$ cat config.mk
export PLATFORM = sky130hd
export DESIGN_NAME = bit_serializer
export DESIGN_NICKNAME = d
export VERILOG_FILES = /design/src/rtl/bit_serializer.sv
export SDC_FILE = /design/constraint.sdc
export NUM_CORES = 1
export LEC_CHECK = 0
export BUFFER_PORTS_ARGS = -buffer_cell sky130_fd_sc_hd__buf_2
export CAP_MARGIN = 5
export CORE_ASPECT_RATIO = 1.25
export CORE_UTILIZATION = 49
export DETAILED_ROUTE_END_ITERATION = 12
export HOLD_SLACK_MARGIN = 0.15
export PLACE_DENSITY_LB_ADDON = 0.05
export SLEW_MARGIN = 20
export SYNTH_ARGS = -nofsm -noshare
export SYNTH_HDL_FRONTEND = slang
export SYNTH_SLANG_ARGS = --single-unit
$ cat constraint.sdc
create_clock -name clk -period 1.52 [get_ports clk]
set_input_delay 0.152 -clock clk [delete_from_list [all_inputs] [get_ports clk]]
set_output_delay 0.152 -clock clk [all_outputs]
set_load 0.01 [all_outputs]
$ cat src/rtl/bit_serializer.sv
// bit_serializer: valid/ready parallel-to-serial shifter with a one-word holding register for gapless streaming
module bit_serializer #(
    parameter int WIDTH     = 8,
    parameter bit MSB_FIRST = 1'b1,
    parameter bit IDLE_BIT  = 1'b0
) (
    input  logic             clk,
    input  logic             reset,
    input  logic [WIDTH-1:0] din,
    input  logic             din_valid,
    output logic             din_ready,
    output logic             x,
    output logic             x_valid,
    output logic             last,
    output logic             busy
);
    localparam int CW = $clog2(WIDTH);
    localparam logic [CW-1:0] CNT_LAST = CW'(WIDTH - 1);

    typedef enum logic {IDLE, SHIFT} state_t;

    state_t           state_q, state_d;
    logic [WIDTH-1:0] sh_q, sh_d, hold_q, hold_d;
    logic [CW-1:0]    cnt_q, cnt_d;
    logic             hold_full_q, hold_full_d;
    logic             accept;

    assign din_ready = !hold_full_q;
    assign accept    = din_valid && din_ready;
    assign x_valid   = state_q == SHIFT;
    assign x         = x_valid ? (MSB_FIRST ? sh_q[WIDTH-1] : sh_q[0]) : IDLE_BIT;
    assign last      = x_valid && cnt_q == CNT_LAST;
    assign busy      = x_valid || hold_full_q;

    always_comb begin
        state_d     = state_q;
        sh_d        = sh_q;
        cnt_d       = cnt_q;
        hold_d      = hold_q;
        hold_full_d = hold_full_q;
        if (state_q == IDLE) begin
            if (accept) begin
                state_d = SHIFT;
                sh_d    = din;
                cnt_d   = '0;
            end
        end else if (cnt_q == CNT_LAST) begin
            cnt_d = '0;
            if (hold_full_q) begin
                sh_d        = hold_q;
                hold_full_d = 1'b0;
            end else if (accept) begin
                sh_d = din;
            end else begin
                state_d = IDLE;
            end
        end else begin
            sh_d  = MSB_FIRST ? {sh_q[WIDTH-2:0], 1'b0} : {1'b0, sh_q[WIDTH-1:1]};
            cnt_d = cnt_q + CW'(1);
            if (accept) begin
                hold_d      = din;
                hold_full_d = 1'b1;
            end
        end
    end

    always_ff @(posedge clk) begin
        if (reset) begin
            state_q     <= IDLE;
            sh_q        <= '0;
            cnt_q       <= '0;
            hold_q      <= '0;
            hold_full_q <= 1'b0;
        end else begin
            state_q     <= state_d;
            sh_q        <= sh_d;
            cnt_q       <= cnt_d;
            hold_q      <= hold_d;
            hold_full_q <= hold_full_d;
        end
    end
endmodule

# --- Word level (Yosys, flattened, before mapping) ---
# Cells that the tools add are included.
op_classes:
  n_bitwise: 1
  n_eq_ne: 1
  muxes: 14
  add_sub_neg: 1
  reduce_logical: 8
ops:
  columns: ["op", "count"]
  rows:
  - ["8-bit 2-to-1 mux", 4]
  - ["3-bit 2-to-1 mux", 3]
  - ["1-bit 2-to-1 mux", 7]
  - ["2-bit nonzero test", 2]
  - ["3-bit by 1-bit adder with 3-bit output (second input constant)", 1]
  - ["3-bit equality test (second input constant)", 1]
  - ["3-bit AND reduction", 1]
  - ["1-bit logical AND", 2]
  - ["2-bit AND reduction", 1]
  - ["1-bit logical NOT", 1]
  - ["1-bit logical OR", 1]
  - ["1-bit inverter", 1]
word_totals:
  wordCells: 30
  output_inout_bits: 5
  register_bits: 21

# --- Depth between registers and ports, before layout ---
logic_depth:
  ltp_word: 6
  ltp_mapped: 7
  mapped_depth_nobuf: 5

# --- Least setup slack after synthesis ---
# No wires, ideal clock.
synth_timing:
  path_type: "register to register"
  from: "register cnt_q[0]"
  to: "register hold_q[0]"
  n_path_buf: 1
  path_slack_ps: 45
  required_time_ps: 1392
  path_stages_with_launch: 7
  arrival_ps: 1347
  period_less_slack_ps: 1475
  setup_time_ps: 128
  cell_sequence: "dfxtp_1 ha_1 ha_1 and4bb_1 buf_6 mux2i_1 nor2_1"
synth_via:
  elab_chain_len: 3
synth_lines:
  columns: ["item", "line", "text"]
  rows:
  - ["start: declaration", "24", "logic [CW-1:0] cnt_q, cnt_d;"]
  - ["start signal: assignment", "77", "cnt_q <= cnt_d;"]
  - ["3-bit equality test", "47", "end else if (cnt_q == CNT_LAST) begin"]
  - ["1-bit inverter (no source line)", null, null]
  - ["3-bit AND reduction (no source line)", null, null]
  - ["end signal: assignment", "78", "hold_q <= hold_d;"]
  - ["end: declaration", "23", "logic [WIDTH-1:0] sh_q, sh_d, hold_q, hold_d;"]
# No other way between the ends.
# A chain may end at the register's enable or synchronous reset.

# --- Worst setup path in the final report ---
layout_timing:
  from: "register cnt_q[1]"
  to: "output port last"
layout_via:
  elab_chain_len: 2
layout_lines:
  columns: ["item", "line", "text"]
  rows:
  - ["3-bit equality test", "32", "assign last = x_valid && cnt_q == CNT_LAST;"]
  - ["1-bit logical AND", "32", null]
  - ["end: declaration", "14", "output logic last,"]
# No other way between the ends.

==> results_dict.tcl <==
set metrics [dict create \
    end_kind "output pin" \
    nFillCells 177 \
    rsz0062_at_grt "yes" \
    synth.ff_latch_count 21 \
    viasPerCell 5.44 \
    arrival_ns 1.37 \
    max_cap_violations 0 \
    fp-row-count 18 \
    grt_pass1_wl_um 3390 \
    synth-main-ff-cell "dfxtp_1" \
    regToRegStartpoint "cnt_q[1]" \
    p_per_area_mw_per_mm2 810 \
    postRouteAntennaNets 0 \
    setup_slack_ns -0.00112 \
    nNetsFinal 149 \
    ys_warn_count 0 \
    drive_above_1_share_pct 36.6 \
    wl_per_cell_um 13.9 \
    timing.fmax_mhz 657 \
    fin_area_mm2 0.00135 \
    crit_path_top_delay_cell "dfxtp_2" \
    cts_htree_levels 1 \
    min_path_type "input pin to register" \
    portBuffers 15 \
    yosysTopAreaCell "dfxtp_1" \
    maxSlewHeadroom_pct 74.6 \
    async_reset_ff_share_pct 0 \
    run_status "complete, but fails checks" \
    violations "DRC, setup timing" \
    yosysSeqAreaShare_pct 40.2 \
    drv_slew 0 \
    cts.sinks 21 \
    layout_commonest_cell "mux2i_1" \
    fin_cells 154 \
    synth_nets 118 \
    synth_edf_count 0 \
    cts_root_buffer "clkbuf_4" \
    grt_max_degree 22 \
    regArea_um2 423 \
    synth_cells 104 \
    holdWs_ns 0.213 \
    clock_path_buffers 2 \
    diodes 0 \
    mostFrequentLayoutCells "mux2i_1, dfxtp_1, buf_2" \
    core_region_area_mm2 0.00200 \
    setup_viol 1 \
    syn-mean-instance-area_um2 10.1 \
    finalCritPeriodShare_pct 100 \
    cts_tree "built" \
    overflow 0 \
    syn_area_mm2 0.00105 \
    crit_chain "ha_4 -> ha_4 -> buf_6 -> and2_4 -> buf_6" \
    hold_viol 0 \
    clock_skew_ns 0.00842 \
    synth_top_area_share_pct 40.2 \
    crit_required_ns 1.37 \
    syn_to_final_growth_pct 29.2 \
    cp-start-kind "register" \
    post-route-min-period_ns 1.52 \
    slowest_delay_ns 0.36 \
    wl_um 2140 \
    die_area_mm2 0.00232 \
    p_leak_uw 0.000550 \
    initial_core_util_pct 52.2 \
    grt_pass1_vias 740 \
    setup-tns-final_ns -0.00112 \
    drtIter0Drc 11 \
    cts_buffers 3 \
    dpl_cell_area_mm2 0.00114 \
    track_usage_pct 20.1 \
    worstSkewPairLatency_ns 0.30 \
    multi_input_area_um2 611 \
    crit_start "cnt_q[1]" \
    p_total_uw 1090 \
    vias 837 \
    place.gp.congestion 0.716 \
    placed_cells 139 \
    vdd_drop_max_mv 0.517 \
    die_h_um 53.7 \
    drc 6 \
    die_x_um 43.3 \
    tightest_slew_ns 0.382 \
    min_from "din_valid" \
    worstSetupPathType "register to output pin" \
    yosys.cell_types.count 27 \
    hpwl_um 1420 \
    drtPass1Iterations 8 \
    path_clk_slew_ns 0.12 \
    crit_buf_inv 2 \
    cp_top_family "flip-flops" \
    synth.area.top_cells "dfxtp_1, mux2i_1, a31o_2" \
    antenna_found_initial 0 \
    path_max_fanout 4 \
    ios 16 \
]
[timing repair]
| action | in CTS | in global routing |
|---|---|---|
| setup buffers | 1 | 2 |
| endpoints found under the hold margin | 10 | 0 |
| endpoints found under the setup margin | 17 | 12 |
| gates resized for setup | 8 | 11 |
| pin swaps | 1 | 4 |
| hold buffers | 8 | 0 |
[worst register-to-register path, stage by stage (launching register included)]
cell and delay (ns):
dfxtp_2 0.36, ha_4 0.17, ha_4 0.16, and4bb_1 0.33
buf_6 0.14, mux2i_1 0.18, nor2_1 0.05
[area by class of cell]
type | count | share of cell area, %
multi-input combinational | 73 | 45.2
sequential | 21 | 31.3
timing repair buffer | 34 | 19.2
clock buffer | 4 | 1.94
tap | 20 | 1.85
inverter | 2 | 0.556
[per-stage QoR]
stage	worst slack, ns	util [%]
after floorplan	0.0453	-
final	-0.00112	67.4
after CTS	-0.0354	64.3
after detailed placement	-0.0486	56.9
after global routing	-0.0596	67.4
after global placement	-0.0201	56.9
[Yosys cell counts, types with 2 or more instances]
| master | number |
|---|---|
| a21oi_1 | 11 |
| a31o_2 | 7 |
| and2_1 | 2 |
| buf_4 | 2 |
| buf_6 | 2 |
| dfxtp_1 | 21 |
| ha_1 | 3 |
| inv_1 | 2 |
| mux2i_1 | 23 |
| nand2_1 | 5 |
| nand3_1 | 2 |
| nor2_1 | 9 |
[where the power goes]
part	total [uW]	switching, uW	internal [uW]
Combinational	214	101	113
Clock	269	167	102
Sequential	612	23.7	588
Total	1090	292	803
[worst paths after layout]
check	to	slack [ns]	cells past startpoint
max	last	-0.001	5
min	hold_full_q	0.21	3
max reg2reg	hold_q[4]	-0.001	6
min reg2reg	cnt_q[1]	0.50	2
[layer usage]
| layer | part of all wire, % | track usage (%) | routed length [um] |
|---|---|---|---|
| met3 | 1.9 | 2.01 | 41 |
| met4 | 1.7 | 10.9 | 36 |
| met5 | 0 | 0 | 0 |
| met2 | 47 | 34.6 | 1010 |
| met1 | 49 | 24.7 | 1040 |
[kinds of logic (layout without fill, tap and decap cells)]
| logic type | count (synthesis) | count (layout) | synth area share [%] |
|---|---|---|---|
| AO/OA/AOI/OAI | 22 | 22 | 14.4 |
| multiplexers | 23 | 23 | 22.0 |
| AND/OR/NAND/NOR | 25 | 25 | 12.9 |
| flip-flops | 21 | 21 | 40.2 |
| buffers and inverters | 10 | 40 | 6.94 |
| adder cells (fa/ha/maj) | 3 | 3 | 3.59 |
[flip-flops by register name, summed over array words and instances, names as in the netlist]
name / count
x_valid: 1
hold_full_q: 1
hold_q: 8
cnt_q: 3
sh_q: 8
No activity file was read; power rests on OpenSTA's default activity.
